## config.mk

```make
export PLATFORM = sky130hd
export DESIGN_NAME = alu_op_sequencer
export DESIGN_NICKNAME = d
export VERILOG_FILES = /design/src/rtl/alu_seq_pkg.sv /design/src/rtl/alu_ref_model.sv /design/src/rtl/alu_op_sequencer.sv
export SDC_FILE = /design/constraint.sdc
export NUM_CORES = 1
export LEC_CHECK = 0
export ABC_AREA = 1
export BUFFER_PORTS_ARGS = -buffer_cell sky130_fd_sc_hd__buf_2
export CAP_MARGIN = 40
export CORE_MARGIN = 2
export CORE_UTILIZATION = 51
export DETAILED_ROUTE_END_ITERATION = 16
export PLACE_DENSITY = 0.81
export SKIP_CTS_REPAIR_TIMING = 1
export SLEW_MARGIN = 5
export SYNTH_ARGS = -nofsm -noshare
export SYNTH_HDL_FRONTEND = slang
export SYNTH_SLANG_ARGS = --single-unit
```

## constraint.sdc

```tcl
create_clock -name clk -period 3.6 [get_ports clk]
set_clock_uncertainty 0.05 [all_clocks]
set_input_delay 0.72 -clock clk [delete_from_list [all_inputs] [get_ports clk]]
set_output_delay 0.72 -clock clk [all_outputs]
set_load 0.05 [all_outputs]
```

## src/rtl/alu_seq_pkg.sv

```systemverilog
// alu_seq_pkg: shared states, opcodes and default widths for the ALU op sequencer.
// Revision: 1.0
`default_nettype none

package alu_seq_pkg;

  localparam int WIDTH_DEF = 4;
  localparam int SEL_W_DEF = 3;

  localparam logic [SEL_W_DEF-1:0] OP_ADD = 3'd0;
  localparam logic [SEL_W_DEF-1:0] OP_SUB = 3'd1;
  localparam logic [SEL_W_DEF-1:0] OP_AND = 3'd2;
  localparam logic [SEL_W_DEF-1:0] OP_OR  = 3'd3;
  localparam logic [SEL_W_DEF-1:0] OP_XOR = 3'd4;
  localparam logic [SEL_W_DEF-1:0] OP_MUL = 3'd5;

  typedef enum logic [2:0] {
    IDLE    = 3'd0,
    ISSUE   = 3'd1,
    CAPTURE = 3'd2,
    OUTPUT  = 3'd3,
    FINISH  = 3'd4
  } state_t;

endpackage

`default_nettype wire

```

## src/rtl/alu_ref_model.sv

```systemverilog
// alu_ref_model: combinational expected result of the ALU, all ops modulo 2^OUT_W.
// Revision: 1.0
`default_nettype none

module alu_ref_model
  import alu_seq_pkg::*;
#(
  parameter int WIDTH = WIDTH_DEF,
  parameter int SEL_W = SEL_W_DEF,
  parameter int OUT_W = WIDTH + 1
) (
  input  logic [WIDTH-1:0] a,
  input  logic [WIDTH-1:0] b,
  input  logic [SEL_W-1:0] sel,
  output logic [OUT_W-1:0] expected
);

  logic [OUT_W-1:0] a_x;
  logic [OUT_W-1:0] b_x;

  always_comb begin
    a_x      = OUT_W'(a);
    b_x      = OUT_W'(b);
    expected = '0;
    case (sel)
      OP_ADD:  expected = a_x + b_x;
      OP_SUB:  expected = a_x - b_x;
      OP_AND:  expected = a_x & b_x;
      OP_OR:   expected = a_x | b_x;
      OP_XOR:  expected = a_x ^ b_x;
      OP_MUL:  expected = a_x * b_x;
      default: expected = '0;
    endcase
  end

endmodule

`default_nettype wire

```

## src/rtl/alu_op_sequencer.sv

```systemverilog
// alu_op_sequencer: drives one operand pair through opcodes 0..NUM_OPS-1 and streams results.
// Optional result checker enabled by ALU_SEQ_CHECK_EN. Revision: 1.0
`default_nettype none

module alu_op_sequencer
  import alu_seq_pkg::*;
#(
  parameter int WIDTH   = WIDTH_DEF,
  parameter int SEL_W   = SEL_W_DEF,
  parameter int NUM_OPS = 6,
  parameter int OUT_W   = WIDTH + 1
) (
  input  logic             clk,
  input  logic             rst_n,
  input  logic             start,
  input  logic [WIDTH-1:0] op_a,
  input  logic [WIDTH-1:0] op_b,
  output logic             busy,
  output logic             done,
  output logic [WIDTH-1:0] alu_a,
  output logic [WIDTH-1:0] alu_b,
  output logic [SEL_W-1:0] alu_sel,
  input  logic [OUT_W-1:0] alu_out,
  output logic             res_valid,
  input  logic             res_ready,
  output logic [SEL_W-1:0] res_sel,
  output logic [OUT_W-1:0] res_data
`ifdef ALU_SEQ_CHECK_EN
  ,
  output logic             mismatch,
  output logic [7:0]       err_count
`endif
);

  localparam logic [SEL_W-1:0] LAST_OP = SEL_W'(NUM_OPS - 1);

  state_t           state;
  state_t           state_nx;
  logic [SEL_W-1:0] cnt;

  always_ff @(posedge clk or negedge rst_n) begin
    if (!rst_n) state <= IDLE;
    else        state <= state_nx;
  end

  always_comb begin
    state_nx = state;
    busy     = (state != IDLE);
    done     = (state == FINISH);
    case (state)
      IDLE:    if (start) state_nx = ISSUE;
      ISSUE:   state_nx = CAPTURE;
      CAPTURE: state_nx = OUTPUT;
      OUTPUT:  if (res_ready) state_nx = (cnt == LAST_OP) ? FINISH : ISSUE;
      FINISH:  state_nx = IDLE;
      default: state_nx = IDLE;
    endcase
  end

  always_ff @(posedge clk or negedge rst_n) begin
    if (!rst_n) begin
      alu_a     <= '0;
      alu_b     <= '0;
      alu_sel   <= '0;
      cnt       <= '0;
      res_valid <= 1'b0;
      res_sel   <= '0;
      res_data  <= '0;
    end else begin
      case (state)
        IDLE: begin
          if (start) begin
            alu_a <= op_a;
            alu_b <= op_b;
            cnt   <= '0;
          end
        end
        ISSUE: alu_sel <= cnt;
        CAPTURE: begin
          res_data  <= alu_out;
          res_sel   <= alu_sel;
          res_valid <= 1'b1;
        end
        OUTPUT: begin
          // Counter stops at the last op so it never wraps past NUM_OPS-1.
          if (res_ready) begin
            res_valid <= 1'b0;
            if (cnt != LAST_OP) cnt <= cnt + 1'b1;
          end
        end
        default: ;
      endcase
    end
  end

`ifdef ALU_SEQ_CHECK_EN
  logic [OUT_W-1:0] expected;

  alu_ref_model #(
    .WIDTH (WIDTH),
    .SEL_W (SEL_W),
    .OUT_W (OUT_W)
  ) u_ref (
    .a        (alu_a),
    .b        (alu_b),
    .sel      (alu_sel),
    .expected (expected)
  );

  always_ff @(posedge clk or negedge rst_n) begin
    if (!rst_n) begin
      mismatch  <= 1'b0;
      err_count <= '0;
    end else begin
      case (state)
        IDLE: if (start) err_count <= '0;
        CAPTURE: begin
          mismatch <= (alu_out != expected);
          if ((alu_out != expected) && (err_count != 8'hFF)) err_count <= err_count + 8'd1;
        end
        OUTPUT: if (res_ready) mismatch <= 1'b0;
        default: ;
      endcase
    end
  end
`endif

endmodule

`default_nettype wire

```

==> impl_metrics.json <==
{
  "run_status": "complete, no violations",
  "via_per_inst": 4.95,
  "syn_to_final_growth_pct": 23.1,
  "worstSetupPathType": "reg2out",
  "numCtsBuffers": 3,
  "rows": 16,
  "netlist_instances": 109,
  "layout.nets": 170,
  "syn_area_per_cell_um2": 10.1,
  "die_y_um": 50.5,
  "ys.flop_type": "dfrtp_1",
  "gr-total-overflow": 0,
  "critPathSlowestCell": "dfrtp_1",
  "max_stage_delay_ns": 0.47,
  "die_w_um": 50.5,
  "drc": 0,
  "finalSetupViolCount": 0,
  "io_buffer_count": 38,
  "worst_pin_slew_ns": 0.563,
  "routedWlPerCell_um": 12.7,
  "clockRootBuffer": "clkbuf_4",
  "clkPwrFrac": 0.105,
  "yosysTopAreaCellShare": 0.590,
  "synth_area_um2": 1100,
  "grt_util_all_layers": 0.198,
  "pwr-share-comb": 0.547,
  "rsz0062_at_grt": "false",
  "grt_max_degree": 27,
  "clk_pin_slew_ns": 0.14,
  "cts_tree": "done",
  "antenna_found_initial": 0,
  "total_power_mw": 1.39,
  "core_um2": 2000,
  "cp_cell_sequence": "inv_1 > nor3_1 > buf_2",
  "yosysUniqueCellTypes": 16,
  "first_global_vias": 895,
  "worstPathArrival_ns": 1.33,
  "synth_edf_count": 0,
  "total_leakage_power_nw": 0.771,
  "fin_crit_sh": 0.585,
  "dp_slack_ns": 1.88,
  "ys_seq_elements": 26,
  "synthTopCellsByArea": "dfrtp_1 59%, mux2_2 10%, nand2_1 8.8%",
  "insertion_delay_ns": 0.32,
  "fin_tns_setup_ns": 0,
  "yosys_warnings": 0,
  "ir_drop_v": 0.000661,
  "slew_headroom": 0.625,
  "vias": 876,
  "p_int_mw": 0.667,
  "critPathLaunchType": "flip-flop",
  "reg2reg_slack_ns": 2.21,
  "critPathMaxFanout": 4,
  "grt_first_pass_wirelength_um": 3710,
  "dr.pass1.iters": 4,
  "synth_nets": 128,
  "num_antenna_cells": 0,
  "drtIter0Drc": 8,
  "fin_crit_ns": 2.10,
  "p_seq_frac": 0.347,
  "htreeDepth": 1,
  "required_ns": 2.83,
  "cap_violations": 0,
  "ant_nets": 0,
  "place_congestion": 0.787,
  "synth_top_area_cell": "dfrtp_1",
  "powerDensity_nw_per_um2": 1030,
  "power.switching_mw": 0.727,
  "fillerInstances": 168,
  "worst_slack_ns": 1.50,
  "hold_viol": 0,
  "initial_utilization": 0.551,
  "slew_violations": 0,
  "synth_common_cells": "26 x dfrtp_1, 26 x nand2_1, 14 x inv_1, 13 x o21ai_0, 10 x mux2_2",
  "num_io_pins": 39,
  "drive_above_1_share": 0.373,
  "cts_max_path_buffers": 2,
  "async_flop_share": 1.00,
  "swShare": 0.521,
  "fp.dieArea_um2": 2550,
  "endpoint_kind": "output pin",
  "hold_class": "in2async",
  "wl_um": 2240,
  "dpl.hpwl_um": 1720,
  "seq_area_frac_synth": 0.590,
  "cts.sinks": 26,
  "max_freq_mhz": 475
}
==> state kept, by name (all words and copies together) (netlist names) <==
signal	cells
alu_a	4
alu_b	4
alu_sel	3
cnt	3
res_data	5
res_sel	3
res_valid	1
state	3
==> per-stage QoR <==
step	util	hold WS [ns]	area [um2]	instances
global route	0.679	0.357	1360	177
detailed placement	0.661	0.415	1320	173
floorplan	-	0.374	1100	109
global placement	0.661	0.402	1320	173
finish	0.679	0.313	1360	177
CTS	0.679	0.322	1360	177
==> worst max-delay path: cells and delay by family, from the launching register on <==
kind / cells / cell delay [ns]
buf+inv: 2 / 0.39
flops: 1 / 0.47
simple gates: 1 / 0.15
==> power groups by stage <==
stage | registers [mW] | clock network (mW) | logic, mW
2_1_floorplan | 0.815 | 0 | 0.260
3_3_place_gp | 0.481 | 0 | 0.743
3_5_place_dp | 0.490 | 0 | 0.770
4_1_cts | 0.485 | 0.150 | 0.771
5_1_grt | 0.498 | 0.161 | 0.819
6_report | 0.484 | 0.147 | 0.763
==> cell usage in the layout, fill, tap and decap left out <==
cell type / n
a21oi_1: 1
buf_2: 38
clkbuf_4: 3
clkbuf_8: 1
dfrtp_1: 26
ha_1: 2
inv_1: 14
mux2_2: 10
nand2_1: 26
nand2_2: 1
nand3_1: 4
nand3_2: 1
nor2_1: 6
nor2_2: 1
nor2_4: 1
nor3_1: 1
o21ai_0: 13
xnor2_1: 1
==> logic make-up (layout without fill, tap and decap cells) <==
group | Yosys count | in the layout | synth area share
AOI/OAI and AO/OA | 14 | 14 | 0.0635
xor gates and xnor gates | 1 | 1 | 0.00794
muxes | 10 | 10 | 0.102
buffers and inverters | 15 | 56 | 0.0521
adders and majority gates | 2 | 2 | 0.0227
DFF | 26 | 26 | 0.590
and+or+nand+nor | 41 | 41 | 0.162
==> worst paths after layout <==
path | start | to | depth (start not counted)
max in group asynchronous | rst_n | res_data[3] | 1
max | state[2] | done | 3
max reg2reg | state[2] | cnt[2] | 6
min | rst_n | alu_sel[0] | 1
min in group clk | res_valid | res_valid | 2
min reg2reg | res_valid | res_valid | 2
==> routing by layer <==
metal / vias to the layer above / part of all wire / GRT usage
met5: - / 0 / 0
met4: 0 / 0.015 / 0.0946
met3: 4 / 0.056 / 0.0298
met2: 33 / 0.51 / 0.371
met1: 410 / 0.42 / 0.217
li1: 429 / - / -
==> cell type report <==
cell class                      instances  area, um2  area share
Inverter                               14       52.6      0.0387
Multi-Input combinational cell         68        395       0.291
Sequential cell                        26        651       0.479
Clock buffer                            4       36.3      0.0267
Tap cell                               27       33.8      0.0249
Timing Repair Buffer                   38        190       0.140
Power figures use the tool's default switching activity.
